[src/rtl/square_analyzer_if.sv]
// Bus for square_analyzer: measured input and enable in, measurement results out.
interface square_analyzer_if #(
    parameter int unsigned CNT_W = 20
);
    logic             sig_in;
    logic             enable;
    logic [CNT_W-1:0] period;
    logic [CNT_W-1:0] high_time;
    logic [6:0]       duty_pct;
    logic [1:0]       duty_mode;
    logic             mode_match;
    logic             meas_valid;
    logic             timeout;
    logic             overrun;

    // Driver / consumer side
    modport master (
        output sig_in, enable,
        input  period, high_time, duty_pct, duty_mode, mode_match, meas_valid, timeout, overrun
    );

    // Analyzer side
    modport slave (
        input  sig_in, enable,
        output period, high_time, duty_pct, duty_mode, mode_match, meas_valid, timeout, overrun
    );
endinterface

[src/rtl/square_analyzer.sv]
// Square-wave analyzer: measures period and high time of an asynchronous input,
// derives duty cycle with a 7-step restoring divider and classifies it against
// the fixed duty classes 1/2, 1/3, 1/4 and 1/7.
module square_analyzer #(
    parameter int unsigned CNT_W       = 20,
    parameter int unsigned SYNC_STAGES = 2
) (
    input logic              clk,
    input logic              rst,
    square_analyzer_if.slave bus
);
    localparam int unsigned NUM_W = CNT_W + 7;
    localparam logic [CNT_W-1:0] CNT_MAX = '1;

    typedef enum logic [1:0] {StIdle, StArm, StMeasure} state_t;

    logic [SYNC_STAGES-1:0] sync_q;
    logic                   sync_prev_q;
    logic                   sync_level;
    logic                   rise_det;
    logic                   fall_det;

    state_t           state_q;
    logic [CNT_W-1:0] cnt_q;
    logic [CNT_W-1:0] high_lat_q;
    logic             en_q;

    // Divider working state
    logic             div_busy_q;
    logic             div_fin_q;
    logic [2:0]       step_q;
    logic [NUM_W-1:0] rem_q;
    logic [NUM_W-1:0] dsh_q;
    logic [6:0]       quot_q;
    logic [CNT_W-1:0] per_r_q;
    logic [CNT_W-1:0] high_r_q;
    logic             stale_q;

    logic [6:0] res_pct;
    logic [1:0] res_mode;
    logic       res_match;

    assign sync_level = sync_q[SYNC_STAGES-1];
    assign rise_det   = sync_level & ~sync_prev_q;
    assign fall_det   = ~sync_level & sync_prev_q;

    // Synchronizer chain plus delayed copy of the last stage for edge detection
    always_ff @(posedge clk or posedge rst) begin
        if (rst) begin
            sync_q      <= '0;
            sync_prev_q <= 1'b0;
        end else begin
            sync_q      <= {sync_q[SYNC_STAGES-2:0], bus.sig_in};
            sync_prev_q <= sync_level;
        end
    end

    // Duty class: nearest of the centres 50/33/25/14 (tie at 29 goes to 1/3)
    always_comb begin
        res_pct   = stale_q ? 7'd100 : quot_q;
        res_mode  = 2'b11;
        if (res_pct >= 7'd42) begin
            res_mode = 2'b00;
        end else if (res_pct >= 7'd29) begin
            res_mode = 2'b01;
        end else if (res_pct >= 7'd20) begin
            res_mode = 2'b10;
        end
        res_match = (res_pct >= 7'd48 && res_pct <= 7'd52) ||
                    (res_pct >= 7'd31 && res_pct <= 7'd35) ||
                    (res_pct >= 7'd23 && res_pct <= 7'd27) ||
                    (res_pct >= 7'd12 && res_pct <= 7'd16);
    end

    // Measurement FSM, counter, divider and registered result outputs
    always_ff @(posedge clk or posedge rst) begin
        if (rst) begin
            state_q        <= StIdle;
            cnt_q          <= '0;
            high_lat_q     <= '0;
            en_q           <= 1'b0;
            div_busy_q     <= 1'b0;
            div_fin_q      <= 1'b0;
            step_q         <= '0;
            rem_q          <= '0;
            dsh_q          <= '0;
            quot_q         <= '0;
            per_r_q        <= '0;
            high_r_q       <= '0;
            stale_q        <= 1'b0;
            bus.period     <= '0;
            bus.high_time  <= '0;
            bus.duty_pct   <= '0;
            bus.duty_mode  <= '0;
            bus.mode_match <= 1'b0;
            bus.meas_valid <= 1'b0;
            bus.timeout    <= 1'b0;
            bus.overrun    <= 1'b0;
        end else begin
            en_q           <= bus.enable;
            bus.meas_valid <= 1'b0;
            if (bus.enable && !en_q) begin
                bus.overrun <= 1'b0;
            end
            if (!bus.enable) begin
                // Abort any division; results and flags hold
                state_q    <= StIdle;
                div_busy_q <= 1'b0;
                div_fin_q  <= 1'b0;
            end else begin
                // One quotient bit per cycle, MSB first
                if (div_busy_q) begin
                    if (rem_q >= dsh_q) begin
                        rem_q  <= rem_q - dsh_q;
                        quot_q <= {quot_q[5:0], 1'b1};
                    end else begin
                        quot_q <= {quot_q[5:0], 1'b0};
                    end
                    dsh_q  <= dsh_q >> 1;
                    step_q <= step_q + 3'd1;
                    if (step_q == 3'd6) begin
                        div_busy_q <= 1'b0;
                        div_fin_q  <= 1'b1;
                    end
                end
                if (div_fin_q) begin
                    div_fin_q      <= 1'b0;
                    bus.period     <= per_r_q;
                    bus.high_time  <= high_r_q;
                    bus.duty_pct   <= res_pct;
                    bus.duty_mode  <= res_mode;
                    bus.mode_match <= res_match;
                    bus.meas_valid <= 1'b1;
                    bus.timeout    <= 1'b0;
                end
                unique case (state_q)
                    StIdle: state_q <= StArm;
                    StArm: begin
                        if (rise_det) begin
                            state_q <= StMeasure;
                            cnt_q   <= CNT_W'(1);
                        end
                    end
                    StMeasure: begin
                        if (rise_det) begin
                            cnt_q <= CNT_W'(1);
                            if (div_busy_q) begin
                                bus.overrun <= 1'b1;
                            end else begin
                                div_busy_q <= 1'b1;
                                step_q     <= '0;
                                quot_q     <= '0;
                                rem_q      <= NUM_W'(high_lat_q) * NUM_W'(100);
                                dsh_q      <= NUM_W'(cnt_q) << 6;
                                per_r_q    <= cnt_q;
                                high_r_q   <= high_lat_q;
                                stale_q    <= (high_lat_q > cnt_q);
                            end
                        end else if (cnt_q == CNT_MAX) begin
                            // Counter saturated: report a timeout and re-arm
                            bus.timeout    <= 1'b1;
                            bus.period     <= '0;
                            bus.high_time  <= '0;
                            bus.duty_pct   <= sync_level ? 7'd100 : 7'd0;
                            bus.meas_valid <= 1'b1;
                            state_q        <= StArm;
                        end else begin
                            cnt_q <= cnt_q + CNT_W'(1);
                        end
                        if (fall_det) begin
                            high_lat_q <= cnt_q;
                        end
                    end
                    default: state_q <= StIdle;
                endcase
            end
        end
    end
endmodule

[src/flat_wrapper.sv]
// flat-port wrapper written by rule: the top's interface ports become plain ports
module square_analyzer_flat 
#(
    parameter int unsigned CNT_W       = 20,
    parameter int unsigned SYNC_STAGES = 2
)
  (clk, rst, bus_sig_in, bus_enable, bus_period, bus_high_time, bus_duty_pct, bus_duty_mode, bus_mode_match, bus_meas_valid, bus_timeout, bus_overrun);
  square_analyzer_if #(.CNT_W(CNT_W)) bus_i ();
  input logic clk;
  input logic rst;
  input wire logic [$bits(bus_i.sig_in)-1:0] bus_sig_in;
  input wire logic [$bits(bus_i.enable)-1:0] bus_enable;
  output wire logic [$bits(bus_i.period)-1:0] bus_period;
  output wire logic [$bits(bus_i.high_time)-1:0] bus_high_time;
  output wire logic [$bits(bus_i.duty_pct)-1:0] bus_duty_pct;
  output wire logic [$bits(bus_i.duty_mode)-1:0] bus_duty_mode;
  output wire logic [$bits(bus_i.mode_match)-1:0] bus_mode_match;
  output wire logic [$bits(bus_i.meas_valid)-1:0] bus_meas_valid;
  output wire logic [$bits(bus_i.timeout)-1:0] bus_timeout;
  output wire logic [$bits(bus_i.overrun)-1:0] bus_overrun;
  assign bus_i.sig_in = bus_sig_in;
  assign bus_i.enable = bus_enable;
  assign bus_period = bus_i.period;
  assign bus_high_time = bus_i.high_time;
  assign bus_duty_pct = bus_i.duty_pct;
  assign bus_duty_mode = bus_i.duty_mode;
  assign bus_mode_match = bus_i.mode_match;
  assign bus_meas_valid = bus_i.meas_valid;
  assign bus_timeout = bus_i.timeout;
  assign bus_overrun = bus_i.overrun;
  square_analyzer #(.CNT_W(CNT_W), .SYNC_STAGES(SYNC_STAGES)) u_core (.clk(clk), .rst(rst), .bus(bus_i));
endmodule
[config.mk]
export PLATFORM = sky130hd
export DESIGN_NAME = square_analyzer_flat
export DESIGN_NICKNAME = d
export VERILOG_FILES = /design/src/rtl/square_analyzer_if.sv /design/src/rtl/square_analyzer.sv /design/src/flat_wrapper.sv
export SDC_FILE = /design/constraint.sdc
export NUM_CORES = 1
export LEC_CHECK = 0
export BUFFER_PORTS_ARGS = -buffer_cell sky130_fd_sc_hd__buf_4
export CORE_UTILIZATION = 65
export DETAILED_ROUTE_END_ITERATION = 8
export PLACE_DENSITY = 0.84
export SLEW_MARGIN = 10
export SYNTH_ARGS = -nofsm -noshare
export SYNTH_HDL_FRONTEND = slang
export SYNTH_SLANG_ARGS = --single-unit
[constraint.sdc]
create_clock -name clk -period 18.5 [get_ports clk]
set_input_delay 3.7 -clock clk [delete_from_list [all_inputs] [get_ports clk]]
set_output_delay 3.7 -clock clk [all_outputs]
set_load 0.03 [all_outputs]
==> results.py <==
metrics = {
    "worst_setup_path": {
        "path_class": "in -> reg",
        "path_cells": "buf_4 -> inv_1 -> nor2_1 -> a21oi_1 -> o21a_1 -> a22oi_1 -> o21ai_0",
        "startpoint_type": "input pin",
        "cp-end-kind": "flop",
        "path_max_fanout": 29,
        "max_stage_delay_ns": 0.68,
        "arrival_ns": 5.74,
        "worstPathRequired_ns": 18.91,
        "critPathSlowestCell": "inv_1",
    },
    "place": {
        "place_area_mm2": 0.0128,
        "port_buffers": 56,
        "dp_hpwl_mm": 21.7,
        "place_congestion": 0.936,
        "dp_slack_ns": 12.78,
    },
    "die": {
        "die_height_um": 139,
        "dieWidth_um": 139,
        "boundaryPins": 57,
        "rows": 49,
        "die_area_mm2": 0.0194,
        "core_region_area_mm2": 0.0182,
        "initial_core_util_pct": 67.2,
    },
    "layout": {
        "syn_to_final_growth_pct": 10.3,
        "finalInstanceArea_mm2": 0.0135,
        "antenna_cells": 0,
        "layout.nets": 1464,
        "layout-drive-gt1-share_pct": 8.68,
    },
    "global_routing": {
        "grtUsageTotal_pct": 32.2,
        "grt_pass1_vias": 9789,
        "grt_pass1_wl_mm": 49.9,
        "antenna_found_initial": 1,
        "grt_max_degree": 148,
        "grt-ovfl-total": 0,
    },
    "yosys": {
        "synth_common_cells": "206 x dfrtp_1, 132 x inv_1, 129 x nand2_1",
        "synth_area_leaders": "dfrtp_1 42%, ha_1 12%, o21ai_0 4.1%, inv_1 4.0%, nand2_1 4.0%",
        "ys_warn_count": 0,
        "synthFlopType": "dfrtp_1",
        "syn-cell-area_mm2": 0.0122,
        "yosys_register_bits": 206,
        "synthArstFlopShare_pct": 100,
        "synthMostInstantiatedCell": "dfrtp_1",
        "synth_largest_area_cell": "dfrtp_1",
        "syn-instance-count": 1292,
        "synth_enable_flop_cells": 0,
        "yosysSeqAreaShare_pct": 42.1,
        "yosysUniqueCellTypes": 69,
        "synth_fp_nets": 1431,
        "avgSynthCellArea_um2": 9.47,
        "synth.top_cell.area_share_pct": 42.1,
    },
    "drt": {
        "route.vias.total": 9977,
        "drt-pass1-iter-count": 9,
        "wl_mm": 30.3,
        "routedWlPerCell_um": 19.3,
        "antenna_left": 0,
        "drt_first_iter_violations": 930,
        "drc_errors": 5,
        "vias_per_cell": 6.37,
    },
    "power": {
        "power_density_mw_per_mm2": 140,
        "switching_share_pct": 40.3,
        "seq_power_share_pct": 32.6,
        "total_power_w": 0.00189,
        "comb_power_share_pct": 44.7,
        "clock_power_share_pct": 22.7,
        "leakagePower_nw": 6.62,
        "p_sw_w": 0.000760,
        "p_int_w": 0.00113,
        "ir_worst_vdd_uv": 109,
    },
    "status": {
        "violations": "DRC",
        "run_status": "complete, but fails checks",
    },
    "timing": {
        "final-setup-viol-count": 0,
        "fmax_ghz": 0.188,
        "clock_skew_ns": 0.0170,
        "finalHoldViolCount": 0,
        "final_max_slew_viol_count": 0,
        "finalSetupTns_ns": 0,
        "slew_headroom_pct": 33.6,
        "fin_crit_ns": 5.33,
        "rsz0062_at_grt": "false",
        "setup_ws_ns": 13.17,
        "tightest_slew_ns": 0.997,
        "finalCritPeriodShare_pct": 28.8,
    },
    "worst_hold_path": {
        "hp-class": "reg -> reg",
    },
    "clock_network": {
        "cts_tree": "yes",
        "clock_path_buffers": 3,
        "cts_made_buffers": 21,
        "htree_levels": 1,
        "holdBufCountCts": 0,
        "clk_pin_slew_ns": 0.06,
        "cts_num_sinks": 206,
        "clkLatencyLatePin_ns": 0.49,
        "post-cts-setup-buffer-count": 0,
        "post_cts_resized": 0,
        "clockRootBuffer": "clkbuf_16",
    },
    "flow_run": {
        "drv_cap": 0,
    },
}
==> cell type report <==
class                   count  area (um^2)
inverters                 132          503
well taps                 229          287
clock buffers              32          627
clock inverters             3         65.1
repair buffers             66          495
fillers                  1250         4700
flip-flops and latches    206         5150
multi-input cells         898         6370
==> kinds of logic after synthesis <==
logic type | after synthesis | synth area share (%)
adder cells (fa/ha/maj) | 135 | 14.8
AO/OA/AOI/OAI | 394 | 21.0
XOR/XNOR | 58 | 4.15
multiplexers | 4 | 0.348
AND/OR/NAND/NOR | 307 | 11.7
flip-flops | 206 | 42.1
buffers and inverters | 188 | 5.89
==> state kept, by name, summed over array words and instances, names as in the netlist, 3 cells and up <==
name                  flops
u_core.bus.duty_pct       7
u_core.bus.high_time     20
u_core.bus.period        20
u_core.cnt_q             20
u_core.dsh_q             27
u_core.high_lat_q        20
u_core.high_r_q          20
u_core.per_r_q           20
u_core.quot_q             7
u_core.rem_q             27
u_core.step_q             3
==> power groups by stage <==
stage | Sequential (W) | Clock, W | Combinational (W)
3_3_place_gp | 0.000614 | 0 | 0.000795
3_5_place_dp | 0.000616 | 0 | 0.000820
6_report | 0.000614 | 0.000428 | 0.000844
2_1_floorplan | 0.000592 | 0 | 0.000629
5_1_grt | 0.000623 | 0.000448 | 0.000933
4_1_cts | 0.000611 | 0.000427 | 0.000830
==> stage by stage <==
stage | instances | hold WS, ns | util (%)
floorplan | 1292 | 0.331 | -
global placement | 1531 | 0.337 | 70.4
detailed placement | 1531 | 0.343 | 70.4
CTS | 1566 | 0.366 | 74.2
global route | 1566 | 0.378 | 74.2
finish | 1566 | 0.362 | 74.2
==> placed cells by master, fill, tap and decap left out, types with 4 or more instances in the layout <==
master / netlist / layout
a211oi_1: 7 / 7
a21o_1: 17 / 17
a21oi_1: 75 / 75
a22o_1: 53 / 53
a22oi_1: 27 / 27
a31oi_1: 13 / 13
and2_1: 8 / 8
and3_1: 5 / 5
buf_4: 0 / 66
clkbuf_1: 46 / 5
clkbuf_16: 0 / 21
clkbuf_8: 0 / 6
dfrtp_1: 206 / 206
fa_1: 16 / 16
ha_1: 119 / 119
inv_1: 132 / 131
nand2_1: 129 / 128
nand2b_1: 8 / 8
nand3_1: 27 / 27
nand4_1: 13 / 13
nor2_1: 68 / 67
nor2b_1: 11 / 11
nor3_1: 15 / 15
nor4_1: 6 / 6
o211ai_1: 8 / 8
o21a_1: 9 / 9
o21ai_0: 101 / 101
o21ai_1: 5 / 4
o21bai_1: 9 / 9
o22ai_1: 41 / 41
o2bb2ai_1: 4 / 4
xnor2_1: 38 / 38
xor2_1: 20 / 20
==> final timing paths <==
path / from / to / slack (ns) / cells past startpoint
min reg2reg: u_core.sync_q[0] / u_core.sync_q[1] / 0.36 / 0
min: u_core.sync_q[0] / u_core.sync_q[1] / 0.36 / 0
max in group asynchronous: rst / u_core.bus.period[3] / 13.74 / 3
max: bus_enable / u_core.rem_q[17] / 13.17 / 7
max reg2reg: u_core.high_lat_q[2] / u_core.rem_q[23] / 14.39 / 12
min in group asynchronous: rst / u_core.bus.period[0] / 3.47 / 2
==> critical path, delay by kind of cell <==
family	cells	cell delay, ns
AND/OR/NAND/NOR	1	0.16
AO/OA/AOI/OAI	4	0.96
buffers and inverters	2	0.89
==> per-layer routing <==
layer	vias up	track usage, %	routed length (um)
li1	4625	-	-
met1	4815	43.5	12500
met2	444	51.6	14200
met3	91	5.68	2380
met4	2	13.5	1190
met5	-	0	13
No activity file was read; power rests on OpenSTA's default activity.
